--- config.mk ---
export PLATFORM = sky130hd
export DESIGN_NAME = uart_cmd_loader
export DESIGN_NICKNAME = d
export VERILOG_FILES = /design/src/rtl/uart_cmd_loader.sv
export SDC_FILE = /design/constraint.sdc
export NUM_CORES = 1
export LEC_CHECK = 0
export BUFFER_PORTS_ARGS = -buffer_cell sky130_fd_sc_hd__buf_2
export CAP_MARGIN = 20
export CORE_MARGIN = 2
export CORE_UTILIZATION = 59
export CTS_CLUSTER_DIAMETER = 200
export DETAILED_ROUTE_END_ITERATION = 12
export PLACE_DENSITY = 0.86
export SYNTH_ARGS = -nofsm -noshare
export SYNTH_HDL_FRONTEND = slang
export SYNTH_SLANG_ARGS = --single-unit
--- constraint.sdc ---
create_clock -name clk -period 2.4 [get_ports clk]
set_input_delay 0.12 -clock clk [delete_from_list [all_inputs] [get_ports clk]]
set_output_delay 0.12 -clock clk [all_outputs]
set_load 0.005 [all_outputs]
--- src/rtl/uart_cmd_loader.sv ---
// Host command parser for the UART byte stream: WRITE packets become sequential memory writes,
// CTRL packets load ctrl_out. Optional trailing checksum enabled by UART_CMD_LOADER_CSUM_EN.
module uart_cmd_loader #(
  parameter int         ADDR_W      = 24,
  parameter int         TIMEOUT_CYC = 100000,
  parameter logic [7:0] CTRL_RESET  = 8'h00
) (
  input  logic              clk,
  input  logic              rst_n,
  input  logic [7:0]        rx_data,
  input  logic              rx_valid,
  output logic              mem_wr_req,
  output logic [ADDR_W-1:0] mem_wr_addr,
  output logic [7:0]        mem_wr_data,
  input  logic              mem_wr_ack,
  output logic [7:0]        ctrl_out,
  output logic              busy,
  output logic              pkt_done,
  output logic              err_overrun,
  output logic              err_csum,
  input  logic              err_clr
);

  localparam int TO_W = $clog2(TIMEOUT_CYC + 1);

  typedef enum logic [3:0] {
    S_IDLE, S_ADDR0, S_ADDR1, S_ADDR2, S_LEN0, S_LEN1, S_DATA, S_CTRLV
`ifdef UART_CMD_LOADER_CSUM_EN
    , S_CSUM
`endif
  } state_t;

  state_t            state;
  logic [15:0]       tmp;
  logic [15:0]       remain;
  logic [ADDR_W-1:0] cur_addr;
  logic [TO_W-1:0]   idle_cnt;
  logic              done_pend;
  logic              stall;

`ifdef UART_CMD_LOADER_CSUM_EN
  logic [7:0] sum;
  logic       is_ctrl;
  logic       err_csum_r;
  assign err_csum = err_csum_r;
`else
  assign err_csum = 1'b0;
`endif

  // a write that will still be outstanding after this edge
  assign stall = mem_wr_req && !mem_wr_ack;
  assign busy  = (state != S_IDLE) || mem_wr_req || done_pend;

  always_ff @(posedge clk) begin
    if (!rst_n) begin
      state       <= S_IDLE;
      tmp         <= '0;
      remain      <= '0;
      cur_addr    <= '0;
      idle_cnt    <= '0;
      done_pend   <= 1'b0;
      mem_wr_req  <= 1'b0;
      mem_wr_addr <= '0;
      mem_wr_data <= '0;
      ctrl_out    <= CTRL_RESET;
      pkt_done    <= 1'b0;
      err_overrun <= 1'b0;
`ifdef UART_CMD_LOADER_CSUM_EN
      sum         <= '0;
      is_ctrl     <= 1'b0;
      err_csum_r  <= 1'b0;
`endif
    end else begin
      pkt_done <= 1'b0;
      if (mem_wr_req && mem_wr_ack) begin
        mem_wr_req <= 1'b0;
        if (done_pend) begin
          pkt_done  <= 1'b1;
          done_pend <= 1'b0;
        end
      end

      if (rx_valid) begin
        idle_cnt <= '0;
`ifdef UART_CMD_LOADER_CSUM_EN
        sum <= sum + rx_data;
`endif
        case (state)
          S_IDLE: begin
`ifdef UART_CMD_LOADER_CSUM_EN
            sum     <= rx_data;
            is_ctrl <= (rx_data == 8'h02);
`endif
            if (rx_data == 8'h01)      state <= S_ADDR0;
            else if (rx_data == 8'h02) state <= S_CTRLV;
          end
          S_ADDR0: begin tmp[7:0]  <= rx_data; state <= S_ADDR1; end
          S_ADDR1: begin tmp[15:8] <= rx_data; state <= S_ADDR2; end
          S_ADDR2: begin
            cur_addr <= ADDR_W'({rx_data, tmp});
            state    <= S_LEN0;
          end
          S_LEN0: begin tmp[7:0] <= rx_data; state <= S_LEN1; end
          S_LEN1: begin
            remain <= {rx_data, tmp[7:0]};
            if ({rx_data, tmp[7:0]} == 16'd0) begin
`ifdef UART_CMD_LOADER_CSUM_EN
              state <= S_CSUM;
`else
              state <= S_IDLE;
              if (stall) done_pend <= 1'b1;
              else       pkt_done  <= 1'b1;
`endif
            end else begin
              state <= S_DATA;
            end
          end
          S_DATA: begin
            // dropped bytes still count against the length but never advance the address
            if (stall) begin
              err_overrun <= 1'b1;
            end else begin
              mem_wr_req  <= 1'b1;
              mem_wr_addr <= cur_addr;
              mem_wr_data <= rx_data;
              cur_addr    <= cur_addr + ADDR_W'(1);
            end
            remain <= remain - 16'd1;
            if (remain == 16'd1) begin
`ifdef UART_CMD_LOADER_CSUM_EN
              state <= S_CSUM;
`else
              state     <= S_IDLE;
              done_pend <= 1'b1;
`endif
            end
          end
          S_CTRLV: begin
`ifdef UART_CMD_LOADER_CSUM_EN
            tmp[7:0] <= rx_data;
            state    <= S_CSUM;
`else
            ctrl_out <= rx_data;
            pkt_done <= 1'b1;
            state    <= S_IDLE;
`endif
          end
`ifdef UART_CMD_LOADER_CSUM_EN
          S_CSUM: begin
            state <= S_IDLE;
            if (rx_data != sum) err_csum_r <= 1'b1;
            if (is_ctrl) begin
              if (rx_data == sum) ctrl_out <= tmp[7:0];
              pkt_done <= 1'b1;
            end else if (stall) begin
              done_pend <= 1'b1;
            end else begin
              pkt_done <= 1'b1;
            end
          end
`endif
          default: state <= S_IDLE;
        endcase
      end else if (state != S_IDLE) begin
        // abandon a stalled packet; any outstanding write still completes
        if (idle_cnt == TO_W'(TIMEOUT_CYC - 1)) begin
          state    <= S_IDLE;
          idle_cnt <= '0;
        end else begin
          idle_cnt <= idle_cnt + TO_W'(1);
        end
      end else begin
        idle_cnt <= '0;
      end

      if (err_clr) begin
        err_overrun <= 1'b0;
`ifdef UART_CMD_LOADER_CSUM_EN
        err_csum_r  <= 1'b0;
`endif
      end
    end
  end

endmodule
* Word level (Yosys, flattened, before mapping)
Cells that the tools add are included.
Storage, ports and cells: flip-flop bits (word level) 121, bits of input ports 13, output and inout bits 45, word-level logic and storage cells 83
Cells by class: add/sub/neg operators 3, equal/unequal tests 14, muxes and demuxes 27, bitwise logic cells 3, reductions and logical operators 23
Operators by type and width (number):
- one-hot mux 24 bit (2 select lines) | 1
- one-hot mux 16 bit (2 select lines) | 1
- one-hot mux 4 bit (7 select lines) | 1
- adder 24 x 1 -> 24 bit, second input constant | 1
- 2-to-1 mux 24 bit | 1
- 2-to-1 mux 4 bit | 6
- adder 17 x 1 -> 17 bit, second input constant | 1
- equality test 17 bit, second input constant | 1
- equality test 16 x 1 -> 1 bit, second input constant | 1
- equality test 4 x 3 -> 1 bit, second input constant | 4
- logical NOT 16 bit | 1
- subtractor 16 x 1 -> 16 bit, second input constant | 1
- 2-to-1 mux 1 bit | 14
- AND reduction 3 bit | 3
- equality test 4 x 2 -> 1 bit, second input constant | 2
- equality test 8 x 1 -> 1 bit, second input constant | 1
- equality test 8 x 2 -> 1 bit, second input constant | 1
- AND reduction 2 bit | 4
- nonzero test 2 bit | 4
- equality test 4 x 1 -> 1 bit, second input constant | 1
- logical NOT 4 bit | 1
- != test 4 bit, second input constant | 1
- one-hot mux 1 bit (2 select lines) | 2
- AND reduction 4 bit | 1
- other kinds (10) | 15

* Depth between registers and ports, before layout
word-level depth 6, gate-level depth with buffers 8, mapped depth without buffers 7

* Least setup slack after synthesis
OpenSTA, ideal clock, no wires.
kind register -> register, from reg remain[10], to reg state[0], library setup time 0.121 ns, data arrival time 2.040 ns, setup slack 0.239 ns, stages on the path, launching flop included 6, path buffers 0, cells stage by stage dfxtp_1 -> or4_4 -> or3_1 -> or3_1 -> a211o_1 -> mux2i_1
Between the ends: cells in the longest elaborated chain, start to end 3
RTL lines:
- start: declaration | line 35 | logic [15:0] remain;
- start signal: assignment | line 105 | remain <= {rx_data, tmp[7:0]};
- start signal: assignment | line 128 | remain <= remain - 16'd1;
- equality test 16 x 1 -> 1 bit | line 129 | if (remain == 16'd1) begin
- != test 3 bit (no line)
- AND reduction 4 bit (no line)
- end signal: assignment | line 133 | state <= S_IDLE;
- end signal: assignment | line 145 | state <= S_IDLE;
- end signal: assignment | line 162 | default: state <= S_IDLE;
- end: declaration | line 33 | state_t state;
No other way between the ends. A chain may end at the register's enable or synchronous reset.

* Worst setup path in the final report
Ends and elaborated chain as after synthesis.

==> summary.txt <==
Route
  – # DRC: 0
  – DR vias/cell: 6.27
  – Antenna viol nets, final: 0
  – Total wire length: 16200 um
  – DR WL/cell: 17.4 um
  – Initial DRC count: 551
  – Drt pass-1 iters: 7
  – Via count: 5821

Place
  – Hpwl dp: 10100 um
  – Buffers on Ports: 56
  – Gpl congestion: 0.978
  – Pre-CTS setup slack: 0.161 ns

Final layout
  – Layout cells sized above 1: 14.8%
  – Post-layout net count: 803
  – Area added between synthesis and finish: 20.8%
  – Most common cell after layout, fill and taps aside: nand2_1
  – Antenna diodes: 0
  – Commonest non-fill, non-tap cells in the layout: nand2_1 (139), dfxtp_1 (120), nor2_1 (81)

Clock network
  – Clk_lat worst skew: 0.53 ns
  – Number of CTS-inserted buffers: 17
  – Total clock sinks: 120
  – H-tree Lvls: 4
  – Post-CTS Repair Setup Buffers: 0
  – CTS tree: done
  – Reg clk slew, reported paths: 0.06 ns
  – Clk root buf: clkbuf_8
  – Max clock buf depth: 2

Floorplan
  – Die Ht: 102 um
  – Die ar.: 10400 um2
  – Die Span X: 102 um
  – Initial Util: 61.3%
  – Core box area: 9280 um2
  – # rows: 35
  – Number of top-level pins: 58

STA
  – Final setup TNS: 0 ns
  – Layout Skew: 0.0125 ns
  – Upper clock frequency limit: 0.433 GHz
  – Final setup fails: 0
  – Final worst setup slack: 0.0899 ns
  – Hold slack final: 0.127 ns
  – Worst-margin pin slew: 0.587 ns
  – RSZ-0062 raised after global routing: false
  – Final period utilization: 96.3%
  – Normalized max-slew margin: 60.8%
  – Slew Viols, Final: 0
  – Final period demand of the worst path: 2.31 ns
  – Hold Fails Final Rpt: 0

Run
  – Max cap viols: 0

Synthesis
  – Count of different cell masters after synthesis: 65
  – Syn_area_per_cell: 7.78 um2
  – Post-synth EDFFs: 0
  – Syn Nets: 749
  – Synthesized area: 5690 um2
  – Syn Inst Count: 732
  – Top_reg_cell synth: dfxtp_1
  – Asr flop ratio synth: 0%
  – Synthesis-stage register bit count: 120
  – Sequential area share after synthesis: 42.2%
  – Yosys warns: 0

Critical path
  – WP data arrival: 2.75 ns
  – Critical path class: reg2reg
  – Critical Path RT: 2.84 ns
  – Crit path cell chain: or4_4 -> or3_1 -> or3_1 -> a211o_1 -> mux2i_1
  – CP max stage delay: 0.56 ns
  – Worst setup SP type: flip-flop
  – Slowest stage cell, crit path: or4_4
  – Critical Path Most Common Cell: or3_1
  – Peak fanout along the critical path: 6
  – CP endpoint kind: flip-flop

Power
  – Leak Pwr: 0.00258 uW
  – Max VDD drop: 0.000502 V
  – Pwr dens: 696 nW/um2

Hold path
  – Worst min path class: in2reg

Global routing
  – Largest net degree at the start of global routing: 65
  – Vias in the first global route: 5351
  – Global-route usage over all layers: 31.5%
  – Initial antenna violation count: 0
  – Grt ovf: 0
  – First-pass GRT wire length: 25700 um

Status
  – Run status: completed
[critical path: cells and delay by family (launching register included)]
| family | cells | cell delay (ns) |
|---|---|---|
| flops | 1 | 0.35 |
| mux | 1 | 0.21 |
| compound gates | 1 | 0.38 |
| simple gates | 3 | 1.28 |
[power by group]
part | internal [uW] | total (uW) | switching [uW]
logic | 41.6 | 126 | 84.1
registers | 1990 | 2000 | 2.61
clock network | 1720 | 2660 | 942
total | 3750 | 4780 | 1030
[synthesized netlist by cell type (5+ instances only)]
library cell	number	area, um2
a21oi_1	72	360
a31oi_1	8	50.1
and2_1	5	31.3
and3_1	6	37.5
clkbuf_1	47	176
dfxtp_1	120	2400
inv_1	8	30.0
mux2i_1	24	240
nand2_1	139	522
nand3_1	22	110
nand4_1	15	93.8
nor2_1	82	308
nor2b_1	7	43.8
nor3_1	15	75.1
nor4_1	10	62.6
o21a_1	6	45.0
o21ai_0	31	155
o22ai_1	8	50.1
or3_1	7	43.8
or4_1	5	37.5
xnor2_1	7	61.3
xor2_1	10	87.6
[registers in the layout, summed over array words and instances (netlist names)]
signal       flops
idle_cnt        17
err_overrun      1
pkt_done         1
tmp             16
remain          16
ctrl_out         8
mem_wr_data      8
cur_addr        24
mem_wr_addr     24
state            3
done_pend        1
mem_wr_req       1
[metal layers]
| metal | vias up | GRT usage (%) | part of all wire, % |
|---|---|---|---|
| met5 | - | 0 | 0 |
| met4 | 0 | 15.1 | 4.1 |
| met3 | 80 | 7.59 | 8.6 |
| met2 | 375 | 52.4 | 48 |
| met1 | 2656 | 38.5 | 40 |
| li1 | 2710 | - | - |
[through the flow]
stage               utilization [%]  power (uW)  std cells  instance area, um2
floorplan                         -        2100        732                5690
global placement               66.1        2140        885                6130
detailed placement             66.1        2150        885                6130
CTS                            74.0        4790        928                6870
global route                   74.0        4910        928                6870
finish                         74.0        4780        928                6870
[kinds of logic (layout without fill, tap and decap cells)]
family / count (synthesis) / in the layout / synth area share (%)
and+or+nand+nor: 334 / 334 / 27.0
xor gates and xnor gates: 17 / 17 / 2.62
muxes: 24 / 24 / 4.22
AOI/OAI and AO/OA: 173 / 173 / 19.1
DFF: 120 / 120 / 42.2
adders and majority gates: 4 / 4 / 0.879
buffers and inverters: 59 / 126 / 3.96
other: 1 / 1 / 0.0659
[final timing paths]
path / end / slack [ns] / depth (start not counted) / from
setup / recovery: state[0] / 0.09 / 5 / remain[10]
hold / removal: pkt_done / 0.13 / 3 / rst_n
setup reg to reg: state[0] / 0.09 / 5 / remain[10]
hold reg to reg: mem_wr_addr[12] / 0.45 / 2 / mem_wr_addr[12]
[area by class of cell]
class | count | area, um2
timing repair buffer | 86 | 583
sequential | 120 | 2400
multi-input combinational | 553 | 3070
clock inverter | 14 | 196
fill | 662 | 2410
tap | 129 | 161
inverter | 8 | 30.0
clock buffer | 18 | 428
[what timing repair did]
item                                    4_1_cts  5_1_grt
hold buffers                                 11        0
gates resized for setup                       0        1
endpoints found under the setup margin        0        1
endpoints found under the hold margin        23        0
No activity file was read; power rests on OpenSTA's default activity.
